$ cat src/rtl/param_delay_line.sv
// rtl/param_delay_line.sv - runtime-programmable register delay line with stall, tap select, flush and drop count
// Optional feature macro: DELAY_LINE_ZERO_LAT_EN (allows delay 0 as a combinational din->dout bypass).
module param_delay_line #(
    parameter int  WIDTH     = 8,
    parameter int  MAX_DEPTH = 16,
    localparam int DW        = $clog2(MAX_DEPTH + 1)
) (
    input  logic             clk,
    input  logic             rst,
    input  logic             en,
    input  logic [DW-1:0]    delay_sel,
    input  logic             din_valid,
    input  logic [WIDTH-1:0] din,
    output logic             dout_valid,
    output logic [WIDTH-1:0] dout,
    output logic             settle,
    output logic [7:0]       drop_cnt
);
    localparam int            SW    = DW + 9;
    localparam logic [DW-1:0] MAX_D = DW'(MAX_DEPTH);

    logic [MAX_DEPTH:1] valid_q, valid_d;
    logic [WIDTH-1:0]   data_q [1:MAX_DEPTH];
    logic [WIDTH-1:0]   data_d [1:MAX_DEPTH];
    logic [DW-1:0]      delay_q, delay_d;
    logic [DW-1:0]      settle_cnt_q, settle_cnt_d;
    logic [7:0]         drop_q, drop_d;

    logic [DW-1:0]      d_eff;
    logic               change;
    logic [SW-1:0]      pop;
    logic [SW-1:0]      drop_sum;
    logic               tap_valid;
    logic [WIDTH-1:0]   tap_data;

    always_comb begin
        d_eff = (delay_sel > MAX_D) ? MAX_D : delay_sel;
`ifndef DELAY_LINE_ZERO_LAT_EN
        if (d_eff == '0) d_eff = DW'(1);
`endif
    end

    assign change = en && (d_eff != delay_q);

    // Words visible at or before the active tap are the ones a flush discards.
    always_comb begin
        pop = '0;
        for (int i = 1; i <= MAX_DEPTH; i++) begin
            if ((DW'(i) <= delay_q) && valid_q[i]) pop = pop + SW'(1);
        end
        drop_sum = SW'(drop_q) + pop;
    end

    always_comb begin
        valid_d      = valid_q;
        data_d       = data_q;
        delay_d      = delay_q;
        settle_cnt_d = settle_cnt_q;
        drop_d       = drop_q;
        if (en) begin
            valid_d[1] = din_valid;
            data_d[1]  = din;
            for (int i = 2; i <= MAX_DEPTH; i++) begin
                valid_d[i] = valid_q[i-1];
                data_d[i]  = data_q[i-1];
            end
            if (change) begin
                for (int i = 2; i <= MAX_DEPTH; i++) valid_d[i] = 1'b0;
                drop_d       = (drop_sum > SW'(255)) ? 8'hFF : drop_sum[7:0];
                delay_d      = d_eff;
                settle_cnt_d = (d_eff == '0) ? '0 : d_eff - DW'(1);
            end else if (settle_cnt_q != '0) begin
                settle_cnt_d = settle_cnt_q - DW'(1);
            end
        end
    end

    always_comb begin
        tap_valid = 1'b0;
        tap_data  = '0;
        for (int i = 1; i <= MAX_DEPTH; i++) begin
            if (delay_q == DW'(i)) begin
                tap_valid = valid_q[i];
                tap_data  = data_q[i];
            end
        end
    end

`ifdef DELAY_LINE_ZERO_LAT_EN
    assign dout_valid = (delay_q == '0) ? (din_valid & en) : tap_valid;
    assign dout       = (delay_q == '0) ? din : tap_data;
`else
    assign dout_valid = tap_valid;
    assign dout       = tap_data;
`endif

    assign settle   = (settle_cnt_q != '0);
    assign drop_cnt = drop_q;

    always_ff @(posedge clk) begin
        if (rst) begin
            valid_q <= '0;
            for (int i = 1; i <= MAX_DEPTH; i++) data_q[i] <= '0;
            delay_q      <= DW'(1);
            settle_cnt_q <= '0;
            drop_q       <= '0;
        end else begin
            valid_q      <= valid_d;
            data_q       <= data_d;
            delay_q      <= delay_d;
            settle_cnt_q <= settle_cnt_d;
            drop_q       <= drop_d;
        end
    end

endmodule

$ cat config.mk
export PLATFORM = sky130hd
export DESIGN_NAME = param_delay_line
export DESIGN_NICKNAME = d
export VERILOG_FILES = /design/src/rtl/param_delay_line.sv
export SDC_FILE = /design/constraint.sdc
export NUM_CORES = 1
export LEC_CHECK = 0
export BUFFER_PORTS_ARGS = -buffer_cell sky130_fd_sc_hd__buf_4
export CORE_ASPECT_RATIO = 0.9
export CORE_MARGIN = 2
export CORE_UTILIZATION = 57
export DETAILED_ROUTE_END_ITERATION = 16
export PLACE_DENSITY = 0.74
export SLEW_MARGIN = 30
export SYNTH_ARGS = -nofsm -noshare
export SYNTH_HDL_FRONTEND = slang
export SYNTH_SLANG_ARGS = --single-unit
$ cat constraint.sdc
create_clock -name clk -period 10.7 [get_ports clk]
set_input_delay 1.07 -clock clk [delete_from_list [all_inputs] [get_ports clk]]
set_output_delay 1.07 -clock clk [all_outputs]
set_load 0.005 [all_outputs]
[Yosys cells after proc, flatten, opt, wreduce, memory -nomap -nowiden]
Index checks and enable logic that the tools add are counted.
Word-level totals
  bits in registers: 162
  bits of input ports: 17
  output and inout port bits: 18
  word-level logic and storage cells: 151
Cells by class
  $add $sub $neg: 18
  order comparisons: 18
  equality and inequality tests: 17
  multiplexer cells: 55
  reduce and logical (&&, ||, !) cells: 23
Operators by type and width (number)
  adder 14 x 1 -> 14 bit, second input constant: 15
  two-way mux 14 bit: 15
  two-way mux 8 bit: 17
  == test 5 x 4 -> 1 bit, second input constant: 8
  less-or-equal comparator 4 x 5 -> 1 bit, first input constant: 8
  two-way mux 5 bit: 5
  == test 5 x 3 -> 1 bit, second input constant: 4
  less-or-equal comparator 3 x 5 -> 1 bit, first input constant: 4
  logical AND 1 bit: 17
  two-way mux 1 bit: 17
  two-way mux 15 bit: 1
  adder 8 x 14 -> 14 bit: 1
  greater-than comparator 14 x 8 -> 1 bit, second input constant: 1
  == test 5 x 2 -> 1 bit, second input constant: 2
  less-or-equal comparator 2 x 5 -> 1 bit, first input constant: 2
  logical NOT 5 bit: 2
  subtractor 5 x 1 -> 5 bit, second input constant: 2
  == test 5 x 1 -> 1 bit, second input constant: 1
  == test 5 bit, second input constant: 1
  greater-than comparator 5 bit, second input constant: 1
  less-or-equal comparator 1 x 5 -> 1 bit, first input constant: 1
  less-or-equal comparator 5 bit, first input constant: 1
  inequality test 5 bit: 1
  nonzero test 5 bit: 1
  other kinds (2): 3

[Depth between registers and ports, before layout]
  depth in word-level cells: 36
  mapped depth: 60
  mapped depth without buffers: 58

[Worst setup path after synthesis]
No wires, ideal clock.
  path type: flip-flop to flip-flop
  from: register delay_q[1]
  to: register drop_q[4] (netlist: drop_cnt[4])
  library setup time: 0.130 ns
  data arrival time: 10.893 ns
  data required time: 10.570 ns
  slack: -0.323 ns
  cell stages (with the launch flop): 59
  buffers on the path: 3
  clock period less this slack: 11.023 ns
  cells stage by stage: dfxtp_1 buf_2 buf_1 clkbuf_1 o21ai_0 inv_1 ha_1 xnor2_1 ha_1 nand2_1 o31ai_1 a2bb2oi_2 inv_1 ha_1 nor2_1 a21oi_1 ha_1 o2bb2ai_1 [23 not listed] mux2_2 ha_1 mux2_2 ha_1 nand3_1 or4b_1 o21ai_1 xor2_1 ha_1 and2_1 o21ai_0 nand2_1 and2_1 o21ai_0 nand3b_1 inv_1 o21a_1 nor3_1
On the way
  longest elaborated chain between the ends: 36
  elaborated cells between the ends (all ways): 69
  classes of those cells: add/sub (16); order compare (17); eq/ne (1); mux (17); reduce/logical (18)
RTL lines
  start: declaration: RTL line 25  | logic [DW-1:0] delay_q, delay_d;
  start signal: assignment: RTL line 110  | delay_q <= delay_d;
  less-or-equal comparator 1 x 5 -> 1 bit: RTL line 49  | if ((DW'(i) <= delay_q) && valid_q[i]) pop = pop + SW'(1);
  logical AND 1 bit: RTL line 49
  two-way mux 1 bit: RTL line 49
  adder 14 x 1 -> 14 bit: RTL line 49
  two-way mux 14 bit: RTL line 49
  adder 14 x 1 -> 14 bit: RTL line 49
  two-way mux 14 bit: RTL line 49
  adder 14 x 1 -> 14 bit: RTL line 49
  [20 not listed]
  two-way mux 14 bit: RTL line 49
  adder 14 x 1 -> 14 bit: RTL line 49
  two-way mux 14 bit: RTL line 49
  adder 14 x 1 -> 14 bit: RTL line 49
  two-way mux 14 bit: RTL line 49
  adder 8 x 14 -> 14 bit: RTL line 51  | drop_sum = SW'(drop_q) + pop;
  greater-than comparator 14 x 8 -> 1 bit: RTL line 69  | drop_d = (drop_sum > SW'(255)) ? 8'hFF : drop_sum[7:0];
  two-way mux 8 bit: RTL line 69
  end signal: assignment: RTL line 112  | drop_q <= drop_d;
  end: declaration: RTL line 27  | logic [7:0] drop_q, drop_d;
Parallel ways exist; a longest one is shown, timed or not.
A chain may end at the register's enable or synchronous reset.

[Worst setup path after layout]
  from: register delay_q[3]
  to: register drop_q[4] (netlist: drop_cnt[4])
The elaborated chain is that of the path after synthesis.

==> run summary <==
Hold WC Path Type: reg -> reg
Hold-fix buffers, CTS: 0
initial antenna violation count: 0
clock sinks: 162
critical setup path kind: reg -> reg
top-area cell type share of the netlist area: 0.329
vias in the first global route: 7586
sequential share of the synthesized area: 0.329
Num CTS Buffers: 17
crit share post-route: 0.984
synth warn: 0
area leader, netlist: dfxtp_1
Critical Path Fanout Max: 7
Routed Antenna Nets: 0
Layout area overhead: 13.4%
Post-Synthesis Cells: 1132
Max Slew Vio Count: 0
R2R Path End: drop_cnt[4]
pin count of the biggest net entering global routing: 84
Post-synth EDFFs: 0
# setup viols final: 0
CTS tree: built
die height: 129 um
max-cap viol count: 0
max incr delay on CP: 0.41 ns
min Tclk post-route: 10.53 ns
Final nets: 1198
syn avg cell area: 8.70 um2
Post-synth top cells: nor2_1, dfxtp_1, mux2i_1, nand2_1, a21oi_1
Clock Skew: 0.0128 ns
outcome: completed
Placeable Area: 0.0169 mm2
DRC errors left: 0
Required @ worst endpoint: 10.99 ns
Worst-Skew Late Latency: 0.43 ns
RSZ-0062 raised after global routing: true
Hold Slack: 0.498 ns
Fin. Hold Viols: 0
area of the mapped netlist: 0.00985 mm2
#FFs+latches synth: 162
antenna cells: 0
GRT Resource Usage Total: 0.252
synthesized net count: 1176
fin cells: 1378
ys flop type: dfxtp_1
Util after Layout: 0.661
layout cells sized above 1: 0.167
port bufs: 34
worst reg-to-reg path cell count: 58
Crit. End Element: register
Max Clock Freq: 0.0950 GHz
initial drt markers: 578
critical path launch point type: register
headroom to the max-slew limit: 0.372
H-tree lvl count: 4
# IOs: 35
R2R Setup Slk: 0.17 ns
drt wl/cell: 16.8 um
drt via density: 5.97
die area: 0.0183 mm2
Overall Power: 1350 uW
Initial Util: 0.583
clock edge transition at the registers on the reported setup and hold paths: 0.07 ns
Critical R2R Launch: delay_q[3]
CTS root buffer: clkbuf_16
worst vdd ir: 130 uV
count leader, synth: nor2_1
Leakage: 0.00464 uW
Rows: 45
via count: 8233
Die X-Extent: 143 um
CP dominant cell by count: ha_4
drt total wl: 23200 um
hold path depth: 2
dpl cells: 1334
RePlAce Congestion: 0.840
FFs w/ async S/R, synth: 0
deepest clock path buffer count: 2
Distinct cells, synth: 99
Hold Startpoint: data_q[7]
Worst path slowest cell: or3_4
gr ovfl total: 0
DRT Pass-1 Iters: 5
Least-Margin Pin Slew: 0.938 ns
Pwr Density: 120 mW/mm2
first-pass GRT wire length: 37600 um
top post-synthesis cells by area: dfxtp_1, mux2i_1, nor2_1, ha_1, xnor2_1
WHS Endpoint: data_q[7]
arrival time worst endpoint: 10.82 ns
hpwl dp: 15700 um
-- layout make-up --
type,instances,area [um2]
clock buffers,18,429
clock inverters,14,121
fillers,1361,5720
inverters,28,105
multi-input cells,875,6470
flip-flops and latches,162,3240
well taps,211,264
repair buffers,70,539
-- power breakdown --
part | total, uW | internal [uW] | switching [uW]
logic | 154 | 66.9 | 86.8
clock network | 569 | 304 | 265
registers | 623 | 613 | 9.81
total | 1350 | 984 | 362
-- critical path, delay by kind of cell, from the launching register on --
kind | cells | cell delay (ns)
adder cells (fa/ha/maj) | 15 | 4.01
multiplexers | 4 | 1.16
AND/OR/NAND/NOR | 13 | 1.45
XOR/XNOR | 2 | 0.30
buffers and inverters | 5 | 0.50
flip-flops | 1 | 0.32
AO/OA/AOI/OAI | 19 | 2.65
-- metal layers --
layer	vias to the layer above	wire [um]	GRT usage
met3	24	827	0.0376
met2	169	11000	0.412
met4	0	318	0.0565
met5	-	0	0
li1	4100	-	-
met1	3940	11100	0.354
-- repair_timing --
item	CTS	global route
endpoints found under the setup margin	8	8
gates resized for setup	3	45
pin swaps	0	25
cloned	0	0
setup buffers	2	10
-- through the flow --
stage | area [um2] | setup WS, ns | setup TNS (ns)
2_1_floorplan | 9880 | 0.0491 | 0
3_3_place_gp | 10300 | 0.115 | 0
3_5_place_dp | 10300 | -0.187 | -0.903
4_1_cts | 10900 | 0.0135 | 0
5_1_grt | 11200 | -0.313 | -1.75
6_report | 11200 | 0.174 | 0
-- cells by family after synthesis --
group,synth area share
simple gates,0.178
fa+ha+maj,0.0351
flops,0.329
xor+xnor,0.0705
buf+inv,0.0402
other cells,0.000381
compound gates,0.181
mux,0.165
-- cells in the final DEF (no fill, tap or decap), types with 5 or more instances in the layout --
master	netlist	final
a211oi_1	14	12
or2_2	5	5
nand2_1	64	62
nor3_1	13	13
a21oi_1	48	46
nand4_1	7	7
buf_4	3	67
a22o_1	14	14
mux2_2	14	10
o21ai_0	30	26
nand3_1	18	17
mux2i_1	147	147
dfxtp_1	162	161
a221oi_1	13	13
ha_1	26	18
xor2_1	16	16
and3_1	5	5
nor2_1	217	215
o21ai_2	3	6
nor2b_1	5	5
clkbuf_16	0	17
nand2b_1	12	12
xnor2_1	33	32
o21a_1	14	14
inv_1	28	24
a31oi_1	13	12
ha_4	0	8
o211ai_1	7	7
and2_1	7	5
a22oi_1	7	7
a32oi_1	6	6
-- registers in the layout (all words and copies together), names as in the netlist --
register      flops
data_q          128
valid_q          16
drop_cnt          8
delay_q           5
settle_cnt_q      5
-- worst max path at each step --
stage	start	end	slack (ns)	cells after the start
6_report	delay_q[3]	drop_cnt[4]	0.17	58
5_1_grt	delay_q[3]	drop_cnt[4]	-0.31	58
4_1_cts	delay_q[2]	drop_cnt[4]	0.01	56
3_5_place_dp	delay_q[2]	drop_cnt[4]	-0.19	56
3_3_place_gp	delay_q[2]	drop_cnt[6]	0.11	56
2_1_floorplan	delay_q[1]	drop_cnt[4]	0.05	58
Note: power is estimated with default switching activity, not from simulation.
